$ cat config.mk
export PLATFORM = sky130hd
export DESIGN_NAME = dsp_subtractor
export DESIGN_NICKNAME = d
export VERILOG_FILES = /design/src/rtl/dsp_subtractor.sv
export SDC_FILE = /design/constraint.sdc
export NUM_CORES = 1
export LEC_CHECK = 0
export BUFFER_PORTS_ARGS = -buffer_cell sky130_fd_sc_hd__buf_2
export CORE_AREA = 3 3 70 72
export CTS_CLUSTER_DIAMETER = 120
export CTS_CLUSTER_SIZE = 20
export DETAILED_ROUTE_END_ITERATION = 12
export DIE_AREA = 0 0 73 75
export PLACE_DENSITY_LB_ADDON = 0.05
export RECOVER_POWER = 25
export SYNTH_ARGS = -nofsm -noshare
export SYNTH_HDL_FRONTEND = slang
export SYNTH_SLANG_ARGS = --single-unit
$ cat constraint.sdc
create_clock -name clk -period 3.82 [get_ports clk]
set_clock_uncertainty 0.15 [all_clocks]
set_input_delay 0.191 -clock clk [delete_from_list [all_inputs] [get_ports clk]]
set_output_delay 0.191 -clock clk [all_outputs]
set_load 0.005 [all_outputs]
$ cat src/rtl/dsp_subtractor.sv
// Two-operand WIDTH-bit subtractor with status flags and sticky borrow/overflow bits.
// Optional macro DSP_SUB_PIPE_EN registers the result and flags (1-cycle latency).
module dsp_subtractor #(
    parameter int WIDTH = 32
) (
    input  logic             clk,
    input  logic             reset,
    input  logic [WIDTH-1:0] input1,
    input  logic [WIDTH-1:0] input2,
    output logic [WIDTH-1:0] out,
    output logic             borrow,
    output logic             overflow,
    output logic             zero,
    output logic             negative,
    input  logic             sticky_clr,
    output logic             sticky_borrow,
    output logic             sticky_overflow
);

    // No handshake: operands are sampled continuously; there is no valid/ready pair.
    logic [WIDTH:0]   diff_full;
    logic [WIDTH-1:0] diff;
    logic             borrow_c;
    logic             overflow_c;
    logic             zero_c;
    logic             negative_c;

    always_comb begin
        diff_full  = {1'b0, input1} + {1'b0, ~input2} + {{WIDTH{1'b0}}, 1'b1};
        diff       = diff_full[WIDTH-1:0];
        // Carry-out of the two's-complement add is the inverse of the unsigned borrow.
        borrow_c   = ~diff_full[WIDTH];
        overflow_c = (input1[WIDTH-1] ^ input2[WIDTH-1]) & (diff[WIDTH-1] ^ input1[WIDTH-1]);
        zero_c     = (diff == '0);
        negative_c = diff[WIDTH-1];
    end

`ifdef DSP_SUB_PIPE_EN
    always_ff @(posedge clk) begin
        if (reset) begin
            out      <= '0;
            borrow   <= 1'b0;
            overflow <= 1'b0;
            zero     <= 1'b0;
            negative <= 1'b0;
        end else begin
            out      <= diff;
            borrow   <= borrow_c;
            overflow <= overflow_c;
            zero     <= zero_c;
            negative <= negative_c;
        end
    end
`else
    always_comb begin
        out      = diff;
        borrow   = borrow_c;
        overflow = overflow_c;
        zero     = zero_c;
        negative = negative_c;
    end
`endif

    // Sticky bits watch the visible flags, so the pipelined build adds one more cycle.
    always_ff @(posedge clk) begin
        if (reset || sticky_clr) begin
            sticky_borrow   <= 1'b0;
            sticky_overflow <= 1'b0;
        end else begin
            sticky_borrow   <= sticky_borrow | borrow;
            sticky_overflow <= sticky_overflow | overflow;
        end
    end

endmodule

==> flow_summary_export.csv, run 1 <==
group,metric,value,unit
clocking,cts-resized-gates,0,
synthesis,synth_warnings,0,
die,coreArea,0.00435,mm²
cells_and_area,layout-drive-gt1-share,30.7,%
synthesis,synth_edf_count,0,
critical_path,cp.arrival,3.28,ns
placement,post-dp-hpwl,4750,µm
cells_and_area,seq_area,40.0,µm²
synthesis,syn_inst,275,
critical_path,critPathLaunch,"input1[0]",
die,die_h,75,µm
worst_hold_path,worstHoldStart,"reset",
global_routing,antenna_found_initial,0,
clocking,cts_inserted_buffers,3,
power,power_frac_seq,4.1,%
detailed_routing,routedWlPerCell,12.7,µm
outcome,status,"completed",
detailed_routing,wl_met2,2420,µm
critical_path,rr_startpoint,"sticky_borrow",
synthesis,post_synth_num_cell_types,55,
cells_and_area,syn_to_final_growth,30.3,%
synthesis,synth_top_family_by_area,"compound AO/OA/AOI/OAI gates",
synthesis,synth-seq-cells,2,
placement,gp_congestion,0.801,
critical_path,cp_cell_sequence,"buf_2 -> inv_1 -> ha_1 -> fa_1 -> nand2b_1 -> a21o_1 -> a211o_1 -> a21boi_0 -> a211o_1 -> xor2_1 -> or3_1 -> nor3_1 -> nand4_1 -> nor4b_2 -> buf_2",
power,power.density,224,mW/mm²
global_routing,gr-total-overflow,0,
clocking,clockRootBuffer,"clkbuf_8",
detailed_routing,antenna_left,0,
die,die_x,73,µm
critical_path,cpPeakStageDelay,0.40,ns
global_routing,grt_usage,18.6,%
timing,relSlewSlack,58.5,%
clocking,cts_buffer_depth,2,
power,p_switching,0.000266,W
die,start_util,44.7,%
run,drv_cap,0,
power,p_int,0.000302,W
synthesis,yosys.area_share.simple,20.3,%
detailed_routing,first_pass_iters,5,
critical_path,path_class,"input pin to output port",
global_routing,grt_pass1_wl,8600,µm
clocking,post_cts_buffers,0,
detailed_routing,wl_met3,390,µm
synthesis,synth_xor_area_share,13.1,%
power,leakagePower,1.43,nW
clocking,clkLatencyLatePin,0.20,ns
clocking,htree_levels,1,
timing,setup_tns,0,ns
clocking,hold_buffers,0,
cells_and_area,mostFrequentLayoutCell,"buf_2",
critical_path,worstSetupEndpointType,"output port",
clocking,cts_tree,"built",
synthesis,ys.flop_type,"dfxtp_1",
global_routing,grt_pass1_vias,2006,
synthesis,seq_area_frac_synth,2.06,%
synthesis,synthAdderAreaFrac,21.6,%
timing,period_needed,3.62,ns
timing,tightest_slew,0.616,ns
worst_hold_path,hp-class,"input pin to flip-flop",
clocking,clkSinkCount,2,
placement,place_area,0.00249,mm²
detailed_routing,via_per_inst,5.32,
synthesis,synth_mux_area_share,0.579,%
die,die-area,0.00548,mm²
timing,hold_violations,0,
synthesis,syn-num-nets,375,
global_routing,grt_max_degree,10,
power,p_clk_share,14.3,%
cells_and_area,nNetsFinal,477,
clocking,clk_pin_slew,0.03,ns
detailed_routing,drt_iter0_markers,59,
cells_and_area,final_area,0.00253,mm²
synthesis,synth_compound_area_share,32.9,%
cells_and_area,fillerInstances,465,
cells_and_area,final_cell_mix,"buf_2, inv_1, ha_1",
power,swShare,46.8,%
detailed_routing,num_vias,2273,
placement,portBuffers,104,
timing,setup_viol,0,
critical_path,cpMaxStageDelayCell,"fa_1",
detailed_routing,drt-met1-wl,2600,µm
cells_and_area,antenna_cells,0,
timing,maxSlewViolCount,0,
power,ir_drop,245,µV
die,rows,24,
cells_and_area,multi_input_area,0.00173,mm²
synthesis,syn_area,0.00194,mm²
synthesis,async_flop_share,0,%
critical_path,crit_fanout,4,
detailed_routing,drc,0,
timing,rsz0062_at_grt,"no",
timing,holdWs,0.0886,ns
critical_path,cp.required,3.48,ns
detailed_routing,wl,5440,µm
timing,clock.fmax,276,MHz
synthesis,syn_avg_cell_area,7.07,µm²
detailed_routing,top_layer_used,"met4",
power,p_comb_share,81.7,%
timing,period_share,94.8,%
die,ios,105,
critical_path,start_kind,"input pin",
## cells by family (layout without fill, tap and decap cells)
| logic type | count (synthesis) | after routing |
|---|---|---|
| muxes | 1 | 1 |
| buffers and inverters | 46 | 146 |
| adders and majority gates | 33 | 33 |
| AOI/OAI and AO/OA | 88 | 88 |
| xor gates and xnor gates | 29 | 29 |
| DFF | 2 | 2 |
| and+or+nand+nor | 76 | 76 |
## worst max-delay path: cells and delay by family
family	cells	cell delay [ns]
AO/OA/AOI/OAI	4	1.03
buffers and inverters	3	0.25
AND/OR/NAND/NOR	5	1.10
XOR/XNOR	1	0.09
adder cells (fa/ha/maj)	2	0.61
## cell usage after synthesis (all sizes together) (2+ instances only)
library cell  count  share of area (%)
a221o             3                1.5
and3              3                1.3
nor2b             6                1.9
a31oi             4                1.6
buf               3                1.2
o2111ai           2                1.2
nand2b            3               0.97
xor2             13                5.9
a211oi            5                2.4
nor2             22                4.2
nand2            18                3.5
a31o              2               0.90
inv              39                7.5
a21o             19                7.5
a211o             4                1.8
nor4              3               0.97
nor3              5                1.3
dfxtp             2                2.1
a21oi            20                5.1
o21a              6                2.3
nand3             3               0.77
o21ai            11                2.8
ha               32                 21
and4              2                1.1
nand4             5                1.6
clkbuf            4               0.77
or4               2               0.77
a21boi            3                1.2
xnor2            16                7.2
## worst paths after layout
kind	end	slack [ns]	cells after the start
worst max-delay path	zero	0.20	15
worst min-delay path	sticky_overflow	0.09	3
worst max register to register	sticky_borrow	3.07	2
worst min register to register	sticky_overflow	0.31	1
## layout make-up
class / instances / area share, %
flip-flops and latches: 2 / 1.58
clock buffers: 3 / 1.63
inverters: 39 / 5.78
multi-input cells: 227 / 68.3
repair buffers: 104 / 20.1
well taps: 52 / 2.57
## power groups by stage
stage	clock network, W	registers, W	logic, W
2_1_floorplan	0	0.0000235	0.000300
3_3_place_gp	0	0.0000233	0.000465
3_5_place_dp	0	0.0000234	0.000466
4_1_cts	0.0000829	0.0000232	0.000469
5_1_grt	0.0000869	0.0000234	0.000519
6_report	0.0000811	0.0000231	0.000464
## flip-flops by register name, summed over array words and instances (netlist names)
name             flops
sticky_overflow      1
sticky_borrow        1
## through the flow
step	worst slack (ns)	cells	utilization, %	total power, W
floorplan	0.685	275	-	0.000324
global placement	0.260	424	57.2	0.000488
detailed placement	0.151	424	57.2	0.000490
CTS	0.126	427	58.2	0.000575
global route	0.0258	427	58.2	0.000629
finish	0.200	427	58.2	0.000569
## layer usage
| metal | global-route usage (%) | vias up |
|---|---|---|
| met4 | 1.64 | 0 |
| li1 | - | 1192 |
| met1 | 27.4 | 1000 |
| met2 | 30.8 | 79 |
| met5 | 0 | - |
| met3 | 1.20 | 2 |
No activity file was read; power rests on OpenSTA's default activity.
==> run 2, diff against run 1 <==
Settings changed: PLACE_DENSITY set to 0.88, PLACE_DENSITY_LB_ADDON 0.05 to unset.
==> flow_summary_export.csv, run 2 (synthesis gave the netlist of run 1 again) <==
group,metric,value,unit
power,power.density,228,mW/mm²
critical_path,cpMaxStageDelayCell,"fa_1",
global_routing,grt_usage,19.4,%
placement,gp_congestion,0.913,
clocking,hold_buffers,0,
die,start_util,44.7,%
clocking,cts-resized-gates,0,
worst_hold_path,worstHoldStart,"reset",
global_routing,grt_max_degree,10,
global_routing,gr-total-overflow,0,
timing,setup_tns,0,ns
timing,relSlewSlack,60.5,%
critical_path,rr_worst_depth,1,
clocking,cts_buffer_depth,2,
cells_and_area,post-route-util,58.1,%
cells_and_area,multi_input_area,0.00173,mm²
detailed_routing,first_pass_iters,4,
clocking,htree_levels,1,
detailed_routing,num_vias,2323,
global_routing,grt_pass1_vias,2146,
detailed_routing,via_per_inst,5.44,
detailed_routing,antenna_left,0,
clocking,clockRootBuffer,"clkbuf_8",
power,swShare,47.4,%
clocking,post_cts_buffers,0,
cells_and_area,seq_area,40.0,µm²
cells_and_area,nNetsFinal,477,
critical_path,path_class,"input pin to output port",
power,power_frac_seq,4.0,%
power,p_comb_share,81.7,%
power,ir_drop,140,µV
outcome,status,"completed",
cells_and_area,layout-drive-gt1-share,30.4,%
timing,rsz0062_at_grt,"no",
timing,tightest_slew,0.586,ns
detailed_routing,drc,0,
cells_and_area,syn_to_final_growth,30.1,%
worst_hold_path,hp-class,"input pin to flip-flop",
cells_and_area,reg_top3,"sticky_borrow x1, sticky_overflow x1",
die,coreArea,0.00435,mm²
clocking,cts_inserted_buffers,3,
critical_path,cpPeakStageDelay,0.41,ns
global_routing,grt_pass1_wl,8960,µm
critical_path,cp.required,3.48,ns
clocking,cts_tree,"built",
critical_path,timing.rr.end,"sticky_overflow",
worst_hold_path,min_path_cells,3,
critical_path,start_kind,"input pin",
run,drv_cap,0,
cells_and_area,fillerInstances,423,
critical_path,ff2ff_setup_slack,3.07,ns
worst_hold_path,whs_endpoint,"sticky_overflow",
die,die_x,73,µm
global_routing,antenna_found_initial,0,
detailed_routing,drt_iter0_markers,93,
placement,post-dp-hpwl,4970,µm
clocking,clkSinkCount,2,
cells_and_area,antenna_cells,0,
critical_path,worstSetupEndpointType,"output port",
critical_path,crit_fanout,4,
critical_path,cp_cell_sequence,"buf_2 -> inv_1 -> ha_1 -> fa_1 -> nand2b_1 -> a21o_1 -> a211o_1 -> a21boi_0 -> a211o_1 -> xor2_1 -> or3_1 -> nor3_1 -> nand4_1 -> nor4b_2 -> buf_2",
die,rows,24,
placement,portBuffers,104,
die,die-area,0.00548,mm²
cells_and_area,final_cell_mix,"buf_2, inv_1, ha_1",
clocking,clkLatencyLatePin,0.21,ns
cells_and_area,instances_no_fill,427,
power,leakagePower,1.43,nW
die,ios,105,
power,p_clk_share,14.3,%
detailed_routing,wl,5710,µm
timing,setup_viol,0,
placement,dp_cells,424,
detailed_routing,routedWlPerCell,13.4,µm
clocking,clk_pin_slew,0.03,ns
timing,hold_violations,0,
die,die_h,75,µm
critical_path,rr_startpoint,"sticky_overflow",
critical_path,cp.arrival,3.20,ns
timing,maxSlewViolCount,0,
timing,period_needed,3.54,ns
timing,period_share,92.7,%
power,p_int,0.000303,W
cells_and_area,mostFrequentLayoutCell,"buf_2",
timing,clock.fmax,282,MHz
power,p_switching,0.000273,W
[run 2: cell types whose count changed in the layout (fill, tap and decap cells not counted)]
| cell | change |
|---|---|
| nand3_2 | -1 |
| nand3_1 | +1 |
[run 2: final cells by class]
cell class | instances | area share (%)
clock buffer | 3 | 1.63
timing repair buffer | 104 | 20.2
multi-input combinational | 227 | 68.2
sequential | 2 | 1.58
tap | 52 | 2.57
inverter | 39 | 5.79
[run 2: worst max-delay path by stage]
stage	start	endpoint	slack [ns]
4_1_cts	input1[0]	zero	0.23
3_3_place_gp	input1[6]	zero	0.30
2_1_floorplan	input1[0]	zero	0.68
3_5_place_dp	input1[0]	zero	0.24
5_1_grt	input2[1]	zero	0.07
6_report	input1[0]	zero	0.28
[run 2: stage by stage]
stage	worst slack, ns	hold WS [ns]	power (W)	cell area [µm²]
after CTS	0.232	0.0936	0.000578	2530
after global placement	0.302	0.292	0.000480	2490
final	0.278	0.0959	0.000576	2530
after global routing	0.0658	0.105	0.000633	2530
after floorplan	0.685	0.201	0.000324	1940
after detailed placement	0.239	0.308	0.000490	2490
[run 2: power groups by stage]
stage	sequential (W)	clock [W]	combinational [W]
floorplan	0.0000235	0	0.000300
global placement	0.0000234	0	0.000457
detailed placement	0.0000234	0	0.000467
CTS	0.0000232	0.0000847	0.000470
global route	0.0000234	0.0000867	0.000523
finish	0.0000233	0.0000822	0.000470
[run 2: layer usage]
metal | track usage [%] | share of wire (%)
met5 | 0 | 0
met4 | 3.28 | 0.89
met3 | 2.54 | 8.9
met2 | 34.4 | 48
met1 | 25.5 | 42
[run 2: critical path, delay by kind of cell]
| family | cells | cell delay (ns) |
|---|---|---|
| xor gates and xnor gates | 1 | 0.09 |
| and+or+nand+nor | 5 | 1.01 |
| buffers and inverters | 3 | 0.24 |
| adders and majority gates | 2 | 0.63 |
| AOI/OAI and AO/OA | 4 | 1.03 |
==> run 3, diff against run 2 <==
Settings changed: CORE_AREA 3 3 70 72 to 2 2 72 74, DIE_AREA 0 0 73 75 to 0 0 74 76, PLACE_DENSITY 0.88 to 0.85.
Clock period 3.82 ns to 3.1 ns, I/O delays scaled along.
==> flow_summary_export.csv, run 3 (synthesis gave the netlist of run 1 again) <==
group,metric,value,unit
outcome,status,"finished, violations left",
outcome,violations,"negative setup slack",
critical_path,cp.arrival,3.07,ns
critical_path,start_kind,"input pin",
clocking,clkSinkCount,2,
timing,relSlewSlack,73.9,%
critical_path,cp_cell_sequence,"buf_6 -> inv_4 -> ha_4 -> buf_6 -> a21o_1 -> a211oi_2 -> buf_4 -> a211oi_2 -> buf_4 -> o2111ai_4 -> a31oi_4 -> a221o_1 -> xor2_2 -> nor3_2 -> nand4_1 -> nor4b_2 -> buf_2",
global_routing,grt_pass1_wl,11400,µm
timing,setup_tns,-0.504,ns
cells_and_area,instances_no_fill,530,
clocking,clockRootBuffer,"clkbuf_8",
global_routing,grt_usage,24.5,%
critical_path,crit_fanout,3,
timing,rsz0062_at_grt,"yes",
timing,setup_viol,3,
die,die_x,74,µm
detailed_routing,via_per_inst,5.47,
cells_and_area,reg_top3,"sticky_borrow x1, sticky_overflow x1",
critical_path,cp.required,2.79,ns
power,p_switching,0.000418,W
cells_and_area,nNetsFinal,562,
detailed_routing,wl,7460,µm
power,power_frac_seq,3.0,%
power,p_clk_share,10.1,%
cells_and_area,layout-drive-gt1-share,48.9,%
timing,period_needed,3.37,ns
cells_and_area,antenna_cells,0,
die,start_util,39.6,%
power,p_int,0.000553,W
cells_and_area,syn_to_final_growth,76.4,%
timing,tightest_slew,0.381,ns
global_routing,antenna_found_initial,0,
placement,post-dp-hpwl,5730,µm
cells_and_area,final_cell_mix,"buf_2, buf_4, inv_1",
clocking,clkLatencyLatePin,0.20,ns
timing,hold_violations,0,
timing,clock.fmax,297,MHz
power,swShare,43.0,%
critical_path,path_class,"input pin to output port",
detailed_routing,first_pass_iters,5,
clocking,cts_inserted_buffers,3,
detailed_routing,routedWlPerCell,14.1,µm
clocking,clk_pin_slew,0.03,ns
global_routing,grt_pass1_vias,2776,
cells_and_area,seq_area,40.0,µm²
global_routing,grt_max_degree,9,
detailed_routing,antenna_left,0,
detailed_routing,drc,0,
placement,dp_cells,511,
die,ios,105,
clocking,hold_buffers,0,
worst_hold_path,hp-class,"input pin to flip-flop",
critical_path,worstSetupEndpointType,"output port",
cells_and_area,post-route-util,69.8,%
cells_and_area,multi_input_area,0.00191,mm²
clocking,cts_tree,"built",
timing,period_share,109,%
power,ir_drop,223,µV
die,rows,26,
timing,worst_slack,-0.272,ns
clocking,htree_levels,1,
critical_path,cpPeakStageDelay,0.40,ns
power,p_comb_share,86.9,%
placement,gp_congestion,0.919,
power,leakagePower,1.88,nW
detailed_routing,num_vias,2897,
critical_path,cpMaxStageDelayCell,"a221o_1",
timing,maxSlewViolCount,0,
placement,portBuffers,104,
global_routing,gr-total-overflow,0,
cells_and_area,fillerInstances,384,
power,power.density,283,mW/mm²
detailed_routing,drt_iter0_markers,164,
die,coreArea,0.00491,mm²
cells_and_area,mostFrequentLayoutCell,"buf_2",
clocking,cts_buffer_depth,2,
run,drv_cap,0,
die,die-area,0.00562,mm²
die,die_h,76,µm
[run 3: through the flow]
step | area, µm² | total power (W) | hold slack (ns) | worst slack, ns
after floorplan | 1940 | 0.000399 | 0.165 | 0.0367
after global placement | 3030 | 0.000747 | 0.258 | -0.302
after detailed placement | 3030 | 0.000766 | 0.267 | -0.442
after CTS | 3340 | 0.000927 | 0.0532 | -0.302
after global routing | 3430 | 0.00105 | 0.0668 | -0.374
final | 3430 | 0.000971 | 0.0566 | -0.272
[run 3: power groups by stage]
stage | clock (W) | sequential (W) | combinational [W]
after floorplan | 0 | 0.0000290 | 0.000370
after global placement | 0 | 0.0000287 | 0.000719
after detailed placement | 0 | 0.0000288 | 0.000737
after CTS | 0.000101 | 0.0000285 | 0.000797
after global routing | 0.000105 | 0.0000288 | 0.000911
final | 0.0000981 | 0.0000287 | 0.000845
[run 3: critical path, delay by kind of cell]
family,cells,cell delay [ns]
buffers and inverters,6,0.72
AOI/OAI and AO/OA,6,1.25
adders and majority gates,1,0.19
xor gates and xnor gates,1,0.17
and+or+nand+nor,3,0.57
[run 3: cell type report]
cell class / instances / area share (%)
Timing Repair Buffer: 189 / 35.0
Tap cell: 70 / 2.55
Sequential cell: 2 / 1.17
Clock buffer: 3 / 1.20
Multi-Input combinational cell: 227 / 55.6
Inverter: 39 / 4.41
[run 3: layer usage]
metal	track usage, %	share of wire (%)	up-vias
met4	8.18	3.8	0
li1	-	-	1365
met2	45.5	50	173
met3	2.51	7.9	36
met1	28.1	38	1323
met5	0	0	-
[run 3: timing repair]
item	4_1_cts	5_1_grt
buffers inserted	14	4
resized for setup	30	17
pin swaps	19	16
setup endpoints to repair	4	8
[run 3: path summary, 6_finish.rpt]
path / from / endpoint / slack [ns] / cells past startpoint
min: sticky_clr / sticky_overflow / 0.06 / 3
max reg2reg: sticky_borrow / sticky_borrow / 2.33 / 2
min reg2reg: sticky_overflow / sticky_overflow / 0.33 / 1
max: input2[5] / zero / -0.27 / 17
